<file path="config.mk">
export PLATFORM = sky130hd
export DESIGN_NAME = dht_read_scheduler
export DESIGN_NICKNAME = d
export VERILOG_FILES = /design/src/rtl/dht_read_scheduler.sv
export SDC_FILE = /design/constraint.sdc
export NUM_CORES = 1
export LEC_CHECK = 0
export CAP_MARGIN = 20
export CORE_ASPECT_RATIO = 1.2
export CORE_UTILIZATION = 45
export DETAILED_ROUTE_END_ITERATION = 16
export GPL_ROUTABILITY_DRIVEN = 1
export PLACE_DENSITY = 0.69
export SYNTH_ARGS = -nofsm -noshare
export SYNTH_HDL_FRONTEND = slang
export SYNTH_SLANG_ARGS = --single-unit
export TNS_END_PERCENT = 20
</file>
<file path="constraint.sdc">
create_clock -name clk -period 3 [get_ports clk]
set_clock_uncertainty 0.2 [all_clocks]
set_input_delay 0.9 -clock clk [delete_from_list [all_inputs] [get_ports clk]]
set_output_delay 0.9 -clock clk [all_outputs]
set_load 0.02 [all_outputs]
</file>
<file path="src/rtl/dht_read_scheduler.sv">
// Periodic / on-demand read sequencer for the DHT sensor driver, with timeout, bounded retry
// with back-off, plausibility checking, and latched validated readings.
module dht_read_scheduler #(
   parameter int unsigned PERIOD_CYCLES  = 200_000_000,
   parameter int unsigned TIMEOUT_CYCLES = 10_000_000,
   parameter int unsigned GAP_CYCLES     = 100_000_000,
   parameter int unsigned MAX_RETRY      = 2,
   parameter int unsigned TEMP_MAX       = 60,
   parameter int unsigned HUM_MAX        = 100
) (
   input  logic       clk,
   input  logic       rst_n,
   input  logic       force_read,
   output logic       dht_en,
   input  logic       dht_data_ready,
   input  logic       dht_error,
   input  logic [7:0] dht_temp_raw,
   input  logic [7:0] dht_hum_raw,
   output logic [7:0] temperature,
   output logic [7:0] humidity,
   output logic       sample_valid,
   output logic       data_stale,
   output logic       fault,
   output logic [7:0] fail_count
);

   localparam int unsigned PW = (PERIOD_CYCLES > 1) ? $clog2(PERIOD_CYCLES) : 1;
   localparam int unsigned TW = (TIMEOUT_CYCLES > 1) ? $clog2(TIMEOUT_CYCLES) : 1;
   localparam int unsigned GW = (GAP_CYCLES > 1) ? $clog2(GAP_CYCLES) : 1;
   localparam int unsigned RW = (MAX_RETRY > 0) ? $clog2(MAX_RETRY + 1) : 1;
   localparam logic [7:0] TempMaxB = 8'(TEMP_MAX);
   localparam logic [7:0] HumMaxB  = 8'(HUM_MAX);

   typedef enum logic [1:0] {StIdle, StReq, StBackoff, StFaultUpd} state_e;

   state_e        state_q, state_d;
   logic [PW-1:0] period_q, period_d;
   logic [TW-1:0] tmo_q, tmo_d;
   logic [GW-1:0] gap_q, gap_d;
   logic [RW-1:0] retry_q, retry_d;
   logic          force_q, force_d;
   logic          dht_en_q, dht_en_d;
   logic [7:0]    temp_q, temp_d;
   logic [7:0]    hum_q, hum_d;
   logic          valid_q, valid_d;
   logic          stale_q, stale_d;
   logic          fault_q, fault_d;
   logic [7:0]    fail_q, fail_d;

   logic done, in_range, good, tmo_hit, failed;

   assign done     = (state_q == StReq) && dht_data_ready;
   assign in_range = (dht_temp_raw <= TempMaxB) && (dht_hum_raw <= HumMaxB);
   assign good     = done && !dht_error && in_range;
   assign tmo_hit  = (tmo_q == TW'(TIMEOUT_CYCLES - 1));
   // A completion on the timeout cycle takes priority over the timeout.
   assign failed   = done ? !good : ((state_q == StReq) && tmo_hit);

   always_comb begin
      state_d  = state_q;
      period_d = period_q;
      tmo_d    = tmo_q;
      gap_d    = gap_q;
      retry_d  = retry_q;
      temp_d   = temp_q;
      hum_d    = hum_q;
      valid_d  = 1'b0;
      stale_d  = stale_q;
      fault_d  = fault_q;
      fail_d   = fail_q;
      // Requests outside IDLE are dropped rather than queued.
      force_d  = force_read && (state_q == StIdle);

      unique case (state_q)
         StIdle: begin
            if (force_q || (period_q == PW'(PERIOD_CYCLES - 1))) begin
               state_d  = StReq;
               period_d = '0;
               tmo_d    = '0;
            end else begin
               period_d = period_q + PW'(1);
            end
         end
         StReq: begin
            if (good) begin
               state_d = StIdle;
               temp_d  = dht_temp_raw;
               hum_d   = dht_hum_raw;
               valid_d = 1'b1;
               stale_d = 1'b0;
               fault_d = 1'b0;
               retry_d = '0;
            end else if (failed) begin
               if (retry_q < RW'(MAX_RETRY)) begin
                  state_d = StBackoff;
                  retry_d = retry_q + RW'(1);
                  gap_d   = '0;
               end else begin
                  state_d = StFaultUpd;
                  fault_d = 1'b1;
                  stale_d = 1'b1;
                  retry_d = '0;
                  if (fail_q != 8'hFF) fail_d = fail_q + 8'd1;
               end
            end else begin
               tmo_d = tmo_q + TW'(1);
            end
         end
         StBackoff: begin
            if (gap_q == GW'(GAP_CYCLES - 1)) begin
               state_d = StReq;
               tmo_d   = '0;
            end else begin
               gap_d = gap_q + GW'(1);
            end
         end
         StFaultUpd: state_d = StIdle;
         default:    state_d = StIdle;
      endcase

      dht_en_d = (state_d == StReq);
   end

   always_ff @(posedge clk or negedge rst_n) begin
      if (!rst_n) begin
         state_q  <= StIdle;
         period_q <= '0;
         tmo_q    <= '0;
         gap_q    <= '0;
         retry_q  <= '0;
         force_q  <= 1'b0;
         dht_en_q <= 1'b0;
         temp_q   <= 8'd0;
         hum_q    <= 8'd0;
         valid_q  <= 1'b0;
         stale_q  <= 1'b1;
         fault_q  <= 1'b0;
         fail_q   <= 8'd0;
      end else begin
         state_q  <= state_d;
         period_q <= period_d;
         tmo_q    <= tmo_d;
         gap_q    <= gap_d;
         retry_q  <= retry_d;
         force_q  <= force_d;
         dht_en_q <= dht_en_d;
         temp_q   <= temp_d;
         hum_q    <= hum_d;
         valid_q  <= valid_d;
         stale_q  <= stale_d;
         fault_q  <= fault_d;
         fail_q   <= fail_d;
      end
   end

   assign dht_en       = dht_en_q;
   assign temperature  = temp_q;
   assign humidity     = hum_q;
   assign sample_valid = valid_q;
   assign data_stale   = stale_q;
   assign fault        = fault_q;
   assign fail_count   = fail_q;

endmodule

</file>
==> metrics.cfg <==
[power]
power.share.sequential_pct = 54.6
power_frac_comb_pct = 3.2
power_density_mw_per_mm2 = 410
p_leak_nw = 2.88
finalPower_mw = 2.79
ir_drop_uv = 286
power.share.switching_pct = 21.1
netSwitchingPower_uw = 589
internal_power_mw = 2.20
clkPwrFrac_pct = 42.2

[synthesis]
synth_nets = 606
synth_top_family_by_area = simple AND/OR/NAND/NOR gates
syn_area_mm2 = 0.00569
synth_compound_area_share_pct = 9.92
synth-async-reset-ratio_pct = 100
yosys.area_share.xor_xnor_pct = 8.16
ys_ff_latch = 112
syn_inst = 581
synthSimpleGateAreaFrac_pct = 27.1
synth-seq-area-share_pct = 49.3
yosysUniqueCellTypes = 54
synth_mux_area_share_pct = 2.75
yosys_most_used_dff = dfrtp_1
synth-edff-count = 0
ys_warn_count = 0
postSynthAreaPerCell_um2 = 9.79
synth_fa_ha_area_share_pct = 0.880

[drt]
first_pass_iters = 4
wl_per_cell_um = 15.0
vias = 4572
drt_iter0_markers = 263
wirelength_um = 12200
vias_per_cell = 5.62
ant_nets = 0
drc = 0

[clock_network]
clock-sinks = 112
cts_hold_buf = 0
root_buffer = clkbuf_16
cts_max_level = 3
cts_inserted_buffers = 9
cts_setup_buffers = 0
cts_tree = done
clockBufferDepth = 2
cts_resized = 0
path_clk_slew_ps = 70
clk_latency_ps = 360

[final_layout]
syn_to_final_growth_pct = 19.6
layout-drive-gt1-share_pct = 9.65
postLayoutCoreUtil_pct = 55.7
multi_input_area_mm2 = 0.00278
fin_nets = 673
num_antenna_cells = 0
fin_area_mm2 = 0.00681
fillers = 1077
seq_area_mm2 = 0.00280

[worst_setup_path]
regToRegStartpoint = gap_q[0]
worst-r2r-setup-slack_ps = 280
critPathKind = primary input to register
worstSetupStartpointType = primary input
crit_cells = 8
crit_buf_inv = 2
crit_slowest_cell = or4_1
crit_family = simple AND/OR/NAND/NOR gates
reg2reg_to = tmo_q[11]
startpoint = dht_error
setup.worst_path.end_class = register
crit_end = gap_q[17]
crit_fanout = 4
max_stage_delay_ps = 500
worstPathRequired_ps = 3100
r2r_cells = 8
cp_cell_sequence = clkdlybuf4s50_1, nor4_1, o211ai_1, o21ai_0, nor2_1, buf_4, or4_1, nand2_1
arrival_ps = 2910

[floorplanning]
rows = 44
io_pins = 49
die_w_um = 105
core_mm2 = 0.0122
die_h_um = 125
start_util_pct = 46.6
dieArea_mm2 = 0.0131

[place]
dpl.hpwl_um = 8870
gp_congestion = 0.812
dpl-instance-area_mm2 = 0.00652
port_buffers = 48

[timing]
period_share_pct = 93.6
setup_viol = 0
slew_viol_final = 0
min_period_ps = 2810
slew_headroom_pct = 64.9
hold_viol_final = 0
tightest_slew_ps = 519
clock.fmax_ghz = 0.356
rsz0062_at_grt = no

[outcome]
status = completed

[flow_run]
maxCapViolations = 0

[grt]
grt-ovfl-total = 0
antenna_found_initial = 0
grt_pass1_wl_um = 21200
grt_pass1_vias = 4496
track_usage_pct = 19.9
grt_max_degree = 53

[hold_path]
whs_path_depth = 2
hold_class = register to register

## power by group through the flow
stage / Combinational (mW) / Sequential (mW) / Clock (mW)
final: 0.0893 / 1.53 / 1.18
after global routing: 0.100 / 1.53 / 1.26
after CTS: 0.0921 / 1.53 / 1.21
after detailed placement: 0.0919 / 1.55 / 0
after global placement: 0.0894 / 1.55 / 0
after floorplan: 0.0172 / 1.55 / 0
## worst min-delay path by stage
stage	from	endpoint	slack, ps
after CTS	data_stale	data_stale	300
after global placement	humidity[6]	humidity[6]	270
after floorplan	period_q[8]	period_q[8]	270
after detailed placement	humidity[6]	humidity[6]	290
after global routing	data_stale	data_stale	320
final	data_stale	data_stale	290
## worst reg2reg max path, stage by stage (launching register included)
cell	delay, ps
dfrtp_1	400
ha_1	200
and4_1	270
nand4_1	190
nor4_1	480
a21oi_2	180
buf_4	220
or3_1	360
a21oi_1	160
## cells in the mapped netlist (2+ instances only)
cell type	n	area [µm²]
or4b_1	2	20.0
nand2b_1	6	37.5
nand4_1	24	150
o21ai_0	29	145
or3_1	11	68.8
xnor2_1	22	193
o41ai_1	3	26.3
and3_1	14	87.6
and4_1	13	114
ha_1	4	50.1
nor2_1	70	263
nor3b_1	3	22.5
nor4_1	9	56.3
mux2_2	13	146
nor4b_1	4	35.0
dfrtp_1	111	2780
a311o_1	2	20.0
a21oi_1	18	90.1
and2_1	12	75.1
buf_2	3	15.0
nor3_1	15	75.1
o211a_1	2	20.0
clkbuf_1	16	60.1
nand4b_1	4	35.0
or2_2	3	18.8
o311ai_0	3	26.3
nand2_1	46	173
o2111ai_1	2	17.5
nand3_1	34	170
xor2_1	31	272
or4_1	7	52.6
o31ai_1	6	45.0
inv_1	9	33.8
o211ai_1	8	60.1
nor2b_1	3	18.8
## stage by stage
| stage | instances | TNS [ps] | setup slack (ps) | hold slack, ps |
|---|---|---|---|---|
| floorplan | 581 | 0 | 332 | 270 |
| global placement | 798 | -3340 | -175 | 273 |
| detailed placement | 798 | -3810 | -202 | 286 |
| CTS | 814 | 0 | 172 | 298 |
| global route | 814 | 0 | 22.1 | 315 |
| finish | 814 | 0 | 192 | 288 |
## per-layer routing
layer	global-route usage (%)	share of wire [%]	vias up
met2	34.4	51	39
li1	-	-	2244
met3	4.01	2.0	13
met4	7.13	1.5	0
met1	24.7	45	2276
met5	0	0	-
## logic make-up (layout without fill, tap and decap cells)
group                    after synthesis  count (layout)
AND/OR/NAND/NOR                      285             285
flip-flops                           112             112
AO/OA/AOI/OAI                         85              85
XOR/XNOR                              53              53
buffers and inverters                 28             100
multiplexers                          14              14
adder cells (fa/ha/maj)                4               4
## sequential cells by signal, summed over array words and instances, names as in the netlist
name and count:
tmo_q 24, sample_valid 1, data_stale 1, gap_q 27, period_q 28, state_q 2
force_q 1, retry_q 2, fault 1, fail_count 8, humidity 8, dht_en 1
temperature 8
## final cells by class
type,instances,share of cell area [%]
Clock inverter,3,0.625
Multi-Input combinational cell,441,40.8
Inverter,9,0.496
Clock buffer,13,3.53
Tap cell,161,2.96
Timing Repair Buffer,75,10.4
Sequential cell,112,41.2
## cells in the final DEF, fill, tap and decap left out, types with 15 or more instances in the layout
cell / instances
dfrtp_1: 111
nor2_1: 70
clkdlybuf4s50_1: 47
nand2_1: 46
nand3_1: 34
xor2_1: 31
o21ai_0: 29
buf_4: 26
nand4_1: 24
xnor2_1: 22
a21oi_1: 18
nor3_1: 15
Note: power is estimated with default switching activity, not from simulation.
